$ cat src/rtl/ysyx_041461_pipe_skid_reg_pkg.sv
// Shared definitions for the elastic pipeline register: reset PC and occupancy helpers.
package ysyx_041461_pipe_skid_reg_pkg;

  localparam logic [63:0] RESET_PC = 64'h8000_0000;

  typedef logic [1:0] occ_t;

  function automatic occ_t occ_count(input logic a, input logic b);
    return {1'b0, a} + {1'b0, b};
  endfunction

endpackage

$ cat src/rtl/ysyx_041461_pipe_slot.sv
// One storage slot: valid flop plus DATA_W data flop with load/clear and async reset.
module ysyx_041461_pipe_slot #(
  parameter int unsigned          DATA_W  = 64,
  parameter logic [DATA_W-1:0]    RST_VAL = '0
) (
  input  logic              i_clk,
  input  logic              i_rst,
  input  logic              i_load,
  input  logic              i_clear,
  input  logic [DATA_W-1:0] i_data,
  output logic              o_valid,
  output logic [DATA_W-1:0] o_data
);

  logic              r_valid;
  logic [DATA_W-1:0] r_data;

  // Load wins over clear; data only changes on load so it holds across flushes.
  always_ff @(posedge i_clk or posedge i_rst) begin
    if (i_rst) begin
      r_valid <= 1'b0;
      r_data  <= RST_VAL;
    end else if (i_load) begin
      r_valid <= 1'b1;
      r_data  <= i_data;
    end else if (i_clear) begin
      r_valid <= 1'b0;
    end
  end

  assign o_valid = r_valid;
  assign o_data  = r_data;

endmodule

$ cat src/rtl/ysyx_041461_pipe_skid_reg.sv
// Elastic valid/ready pipeline register with optional 2-entry skid buffer and flush.
module ysyx_041461_pipe_skid_reg
  import ysyx_041461_pipe_skid_reg_pkg::*;
#(
  parameter int unsigned       DATA_W  = 64,
  parameter logic [DATA_W-1:0] RST_VAL = '0,
  parameter bit                SKID    = 1'b1
) (
  input  logic              i_clk,
  input  logic              i_rst,
  input  logic              i_flush,
  input  logic              i_in_valid,
  output logic              o_in_ready,
  input  logic [DATA_W-1:0] i_in_data,
  output logic              o_out_valid,
  input  logic              i_out_ready,
  output logic [DATA_W-1:0] o_out_data,
  output logic [1:0]        o_occupancy
);

  logic              w_main_valid;
  logic              w_skid_valid;
  logic [DATA_W-1:0] w_skid_data;
  logic [DATA_W-1:0] w_main_din;
  logic              w_acc_in;
  logic              w_acc_out;
  logic              w_main_load;
  logic              w_main_clear;

  // Skid mode keeps in_ready purely flop-derived; 1-slot mode passes out_ready through.
  assign o_in_ready = SKID ? ~w_skid_valid : (~w_main_valid | i_out_ready);

  assign w_acc_in  = i_in_valid & o_in_ready;
  assign w_acc_out = w_main_valid & i_out_ready;

  // When the skid slot is full in_ready is low, so the refill comes from skid only.
  assign w_main_load  = ~i_flush & ((w_skid_valid & w_acc_out) |
                                    (w_acc_in & (~w_main_valid | w_acc_out)));
  assign w_main_clear = i_flush | (w_acc_out & ~w_acc_in & ~w_skid_valid);
  assign w_main_din   = w_skid_valid ? w_skid_data : i_in_data;

  ysyx_041461_pipe_slot #(
    .DATA_W  (DATA_W),
    .RST_VAL (RST_VAL)
  ) u_main (
    .i_clk   (i_clk),
    .i_rst   (i_rst),
    .i_load  (w_main_load),
    .i_clear (w_main_clear),
    .i_data  (w_main_din),
    .o_valid (w_main_valid),
    .o_data  (o_out_data)
  );

  generate
    if (SKID) begin : g_skid
      logic w_skid_load;
      logic w_skid_clear;

      assign w_skid_load  = ~i_flush & w_acc_in & w_main_valid & ~w_acc_out;
      assign w_skid_clear = i_flush | w_acc_out;

      ysyx_041461_pipe_slot #(
        .DATA_W  (DATA_W),
        .RST_VAL (RST_VAL)
      ) u_skid (
        .i_clk   (i_clk),
        .i_rst   (i_rst),
        .i_load  (w_skid_load),
        .i_clear (w_skid_clear),
        .i_data  (i_in_data),
        .o_valid (w_skid_valid),
        .o_data  (w_skid_data)
      );
    end else begin : g_noskid
      assign w_skid_valid = 1'b0;
      assign w_skid_data  = RST_VAL;
    end
  endgenerate

  assign o_out_valid = w_main_valid;
  assign o_occupancy = occ_count(w_main_valid, w_skid_valid);

endmodule

$ cat config.mk
export PLATFORM = sky130hd
export DESIGN_NAME = ysyx_041461_pipe_skid_reg
export DESIGN_NICKNAME = d
export VERILOG_FILES = /design/src/rtl/ysyx_041461_pipe_skid_reg_pkg.sv /design/src/rtl/ysyx_041461_pipe_slot.sv /design/src/rtl/ysyx_041461_pipe_skid_reg.sv
export SDC_FILE = /design/constraint.sdc
export NUM_CORES = 1
export LEC_CHECK = 0
export CAP_MARGIN = 20
export CORE_UTILIZATION = 44
export CTS_BUF_LIST = sky130_fd_sc_hd__clkbuf_4 sky130_fd_sc_hd__clkbuf_8
export DETAILED_ROUTE_END_ITERATION = 8
export PLACE_DENSITY_LB_ADDON = 0.3
export SLEW_MARGIN = 15
export SYNTH_ARGS = -nofsm -noshare
export SYNTH_HDL_FRONTEND = slang
export SYNTH_HIERARCHICAL = 1
export SYNTH_SLANG_ARGS = --single-unit
$ cat constraint.sdc
create_clock -name i_clk -period 6.4 [get_ports i_clk]
set_input_delay 1.28 -clock i_clk [delete_from_list [all_inputs] [get_ports i_clk]]
set_output_delay 1.28 -clock i_clk [all_outputs]
set_load 0.02 [all_outputs]
==> flow_summary.yaml, run 1 <==
outcome:
  status: "complete, no violations"
job:
  cap_violations: 0
placement:
  place_ws_ns: 2.74
  gp_congestion: 0.691
  hpwl_um: 7770
  dp_cells: 655
  io_buffers: 136
sta:
  rsz0062_at_grt: "no"
  fmax_mhz: 294
  whs_ns: 0.507
  fin_crit_sh_pct: 53.1
  slew_viol_final: 0
  max_slew_margin_pct: 38.2
  setup_slack_ns: 3.00
  hold_violations: 0
  setup_viol: 0
  finalClockSkew_ns: 0.00477
  tightestPinTransition_ns: 0.927
  tns_ns: 0
  fin_crit_ns: 3.40
floorplanning:
  die_x_um: 120
  core_um2: 13400
  die_area_um2: 14300
  start_util_pct: 45.5
  die_h_um: 120
  rows: 42
  io_pins: 137
power:
  power.static_leakage_nw: 3.47
  powerDensity_nw_per_um2: 384
  peakVddDrop_mv: 0.203
clock_tree:
  holdBufCountCts: 0
  cts_buffer_depth: 2
  post-cts-setup-buffers: 0
  numCtsBuffers: 17
  cts_tree: "built"
  clk_latency_ns: 0.44
  cts_sinks: 130
  clk_pin_slew_ns: 0.07
  h-tree-depth: 4
  root_buffer: "clkbuf_8"
  cts-resized-gates: 0
synth:
  netlist.area_leader.share_pct: 53.3
  synth-seq-cells: 130
  synth-main-ff-cell: "dfrtp_1"
  syn_avg_cell_area_um2: 17.0
  yosysUniqueCellTypes: 15
  netlist.top_cell.by_area: "dfrtp_1"
  syn_area_um2: 6100
  synth.area.top_cells: "dfrtp_1, mux2_4, mux2_2"
  ys_warn_count: 6
  async_reset_ff_share_pct: 100
  yosysSeqAreaShare_pct: 53.3
  postSynthNetCount: 429
  synthCells: 359
  synth_edf_count: 0
grt:
  grt_overflow: 0
  grt_pass1_wl_um: 20700
  first_global_vias: 3838
  gr-usage-all-layers_pct: 19.1
  grt_max_degree: 66
  grt_antenna_before_repair: 0
routing:
  ant_nets: 0
  drt_iter0_drc: 136
  wl_met1_um: 5790
  wl_per_cell_um: 18.5
  viasPerCell: 5.05
  drt_pass1_iterations: 4
  wl_met3_um: 547
  routed_wl_um: 12700
  post-route-drc-count: 0
  route.met2.wl_um: 6170
  topRoutingLayerUsed: "met4"
  num_vias: 3472
finish:
  final_common_cell: "clkdlybuf4s50_1"
  fin_nets: 569
  drive_gt1_share_pct: 45.9
  final_cell_mix: "clkdlybuf4s50_1, dfrtp_1, mux2_4, mux2_2, clkbuf_8"
  area_delta_synth_final_pct: 30.7
  n_antenna_cell: 0
  stdcell_count: 688
setup_path:
  crit_fanout: 23
  crit_arrival_ns: 2.12
  required_ns: 5.12
  crit_path_end_kind: "primary output"
  path_class: "reg -> out"
  crit_path_start_kind: "flip-flop"
min_path:
  hold_path_class: "reg -> reg"
cells in the mapped netlist (all sizes together), types with 2 or more instances:
cell type	instances
mux2	192
dfrtp	130
buf	21
inv	6
a21o	2
final timing paths:
check / slack [ns] / cells after the start / startpoint / to
max in group asynchronous: 4.26 / 3 / i_rst / g_skid.u_skid/o_valid$_DFFE_PP0P_
min in group asynchronous: 1.50 / 3 / i_rst / g_skid.u_skid/o_data[52]$_DFFE_PP0P_
setup / recovery: 3.00 / 2 / g_skid.u_skid/o_valid$_DFFE_PP0P_ / o_occupancy[1]
setup reg to reg: 3.80 / 5 / g_skid.u_skid/o_valid$_DFFE_PP0P_ / u_main/o_data[27]$_DFFE_PP0P_
hold reg to reg: 0.51 / 1 / g_skid.u_skid/o_data[21]$_DFFE_PP0P_ / g_skid.u_skid/o_data[21]$_DFFE_PP0P_
hold / removal: 0.51 / 1 / g_skid.u_skid/o_data[21]$_DFFE_PP0P_ / g_skid.u_skid/o_data[21]$_DFFE_PP0P_
per-stage QoR:
stage                     area, µm²  util (%)  power [mW]
after floorplan                6100         -        1.95
after global placement         7510      56.1        2.35
after detailed placement       7540      56.3        2.38
after CTS                      7940      59.3        3.09
after global routing           7970      59.5        3.22
final                          7970      59.5        3.06
critical path: stages (launching register included):
cell and delay (ns):
dfrtp_2 0.71, ha_1 0.32, clkdlybuf4s50_1 0.64
flip-flops by register name, indices dropped and copies added (netlist names):
| register | count |
|---|---|
| g_skid.u_skid/o_data | 64 |
| g_skid.u_skid/o_valid | 1 |
| u_main/o_data | 64 |
| u_main/o_valid | 1 |
cell type report:
cell class              instances  area [µm²]
inverters                       6        22.5
clock inverters                 4        45.0
repair buffers                142        1450
fillers                      1057        5430
clock buffers                  28         354
multi-input cells             202        2630
well taps                     176         220
flip-flops and latches        130        3250
metal layers:
layer | vias to the layer above | track usage (%)
met5 | - | 0
met4 | 0 | 6.88
met3 | 13 | 5.61
met2 | 83 | 30.1
met1 | 1816 | 25.0
li1 | 1560 | -
cell families (layout without fill, tap and decap cells):
logic type | Yosys count | in the layout | synth area share [%]
fa+ha+maj | 1 | 1 | 0.205
buf+inv | 27 | 180 | 3.84
compound gates | 4 | 4 | 0.656
mux | 192 | 192 | 41.5
simple gates | 5 | 5 | 0.472
flops | 130 | 130 | 53.3
power by group:
part	internal [mW]	leakage [nW]	switching (mW)	total, mW
registers	1.12	1.56	0.183	1.31
logic	0.674	1.69	0.395	1.07
clock network	0.390	0.214	0.294	0.684
(Power assumes the default switching activity.)
==> run 2, diff against run 1 <==
==> constraint.sdc (replaced) <==
create_clock -name i_clk -period 3.5 [get_ports i_clk]
set_input_delay 0.7 -clock i_clk [delete_from_list [all_inputs] [get_ports i_clk]]
set_output_delay 0.7 -clock i_clk [all_outputs]
set_load 0.02 [all_outputs]
==> run 2 against run 1 <==
Compared with the run above: register-to-register slack lost 2.3 ns; critical path type unchanged; routed wire length shrank 4.7%; combinational power grew 82%; final cell count grew 0.15%; first-iteration DRC count shrank 18%; clock-buffer cell count shrank 1; sequential share of layout area grew 0.084 points; via count shrank 1.4%; die area is the same; sequential power grew 81%; critical endpoint is now o_occupancy[0]; clock skew grew 0.0030 ns; highest routed layer unchanged; cell area shrank 0.20%.
==> flow_summary.yaml, run 2 (synthesis gave the netlist of run 1 again) <==
outcome:
  status: "complete, no violations"
routing:
  wl_met3_um: 498
  viasPerCell: 4.97
  drt_iter0_drc: 112
  route.met2.wl_um: 5770
  wl_per_cell_um: 17.6
  num_vias: 3424
  ant_nets: 0
  topRoutingLayerUsed: "met4"
  post-route-drc-count: 0
  routed_wl_um: 12100
  wl_met1_um: 5640
  drt_pass1_iterations: 3
clock_tree:
  root_buffer: "clkbuf_8"
  h-tree-depth: 4
  post-cts-setup-buffers: 0
  clk_pin_slew_ns: 0.07
  holdBufCountCts: 0
  numCtsBuffers: 17
  cts-resized-gates: 0
  cts_tree: "built"
  cts_sinks: 130
  clk_latency_ns: 0.43
  cts_buffer_depth: 2
min_path:
  min_from: "g_skid.u_skid/o_data[24]$_DFFE_PP0P_"
  hold_path_class: "reg -> reg"
power:
  peakVddDrop_mv: 0.306
  power.static_leakage_nw: 3.46
  powerDensity_nw_per_um2: 689
floorplanning:
  die_area_um2: 14300
  die_h_um: 120
  io_pins: 137
  core_um2: 13400
  start_util_pct: 45.5
  die_x_um: 120
  rows: 42
sta:
  rsz0062_at_grt: "no"
  setup_viol: 0
  fmax_mhz: 399
  hold_violations: 0
  whs_ns: 0.507
  fin_crit_sh_pct: 71.5
  fin_crit_ns: 2.50
  slew_viol_final: 0
  finalClockSkew_ns: 0.00779
  max_slew_margin_pct: 39.7
  tightestPinTransition_ns: 0.905
  tns_ns: 0
placement:
  io_buffers: 136
  hpwl_um: 7810
  gp_congestion: 0.728
grt:
  first_global_vias: 3819
  grt_max_degree: 66
  grt_antenna_before_repair: 0
  gr-usage-all-layers_pct: 18.2
  grt_pass1_wl_um: 19900
  grt_overflow: 0
setup_path:
  critical_path.startpoint: "u_main/o_valid$_DFFE_PP0P_"
  worst-path-buf-inv: 1
  crit_arrival_ns: 1.80
  crit_chain: "ha_1 -> clkdlybuf4s50_1"
  cpPeakStageDelay_ns: 0.60
  crit_path_end_kind: "primary output"
  crit_path_start_kind: "flip-flop"
  required_ns: 2.80
  critPathSlowestCell: "clkdlybuf4s50_1"
  crit_fanout: 7
  critPathTopFamily: "buffers and inverters"
  path_class: "reg -> out"
  r2r_start: "u_main/o_valid$_DFFE_PP0P_"
finish:
  area_delta_synth_final_pct: 30.4
  n_antenna_cell: 0
  final_common_cell: "clkdlybuf4s50_1"
  final_cell_mix: "clkdlybuf4s50_1, dfrtp_1, mux2_4, mux2_2, clkbuf_8"
  fin_nets: 570
  drive_gt1_share_pct: 46.0
job:
  cap_violations: 0
## run 2: path summary, 6_finish.rpt
kind,slack [ns],endpoint,cells past startpoint
worst max-delay path,1.0,o_occupancy[0],2
worst min-delay path,0.51,g_skid.u_skid/o_data[24]$_DFFE_PP0P_,1
worst max register to register,1.51,u_main/o_data[26]$_DFFE_PP0P_,4
worst min register to register,0.51,g_skid.u_skid/o_data[24]$_DFFE_PP0P_,1
max in group asynchronous,1.97,u_main/o_data[37]$_DFFE_PP0P_,3
min in group asynchronous,0.75,g_skid.u_skid/o_data[40]$_DFFE_PP0P_,2
## run 2: worst reg2reg max path, delay by kind of cell (launching register included)
family / cells / cell delay [ns]
AO/OA/AOI/OAI: 1 / 0.33
multiplexers: 1 / 0.38
buffers and inverters: 1 / 0.43
AND/OR/NAND/NOR: 1 / 0.28
flip-flops: 1 / 0.46
## run 2: metal layers
layer / track usage [%] / vias up
met2: 28.5 / 85
li1: - / 1565
met1: 24.0 / 1759
met5: 0 / -
met4: 7.27 / 0
met3: 4.66 / 15
## run 2: layout make-up
cell class / count / area (µm²)
clock buffer: 27 / 340
clock inverter: 5 / 25.0
fill: 1076 / 5450
inverter: 6 / 22.5
multi-input combinational: 202 / 2630
sequential: 130 / 3250
tap: 176 / 220
timing repair buffer: 143 / 1460
## run 2: power by group
group,internal (mW),switching [mW]
Combinational,1.23,0.721
Clock,0.619,0.537
Sequential,2.05,0.318
Total,3.91,1.58
## run 2: metrics by stage
step | total power [mW] | area (µm²) | setup slack (ns) | cells | utilization, %
after global routing | 5.77 | 7950 | 0.918 | 689 | 59.3
after detailed placement | 4.35 | 7590 | 0.906 | 657 | 56.6
after CTS | 5.55 | 7950 | 0.958 | 689 | 59.3
after floorplan | 3.56 | 6100 | 1.17 | 359 | -
after global placement | 4.30 | 7590 | 0.962 | 657 | 56.6
final | 5.48 | 7950 | 0.996 | 689 | 59.3
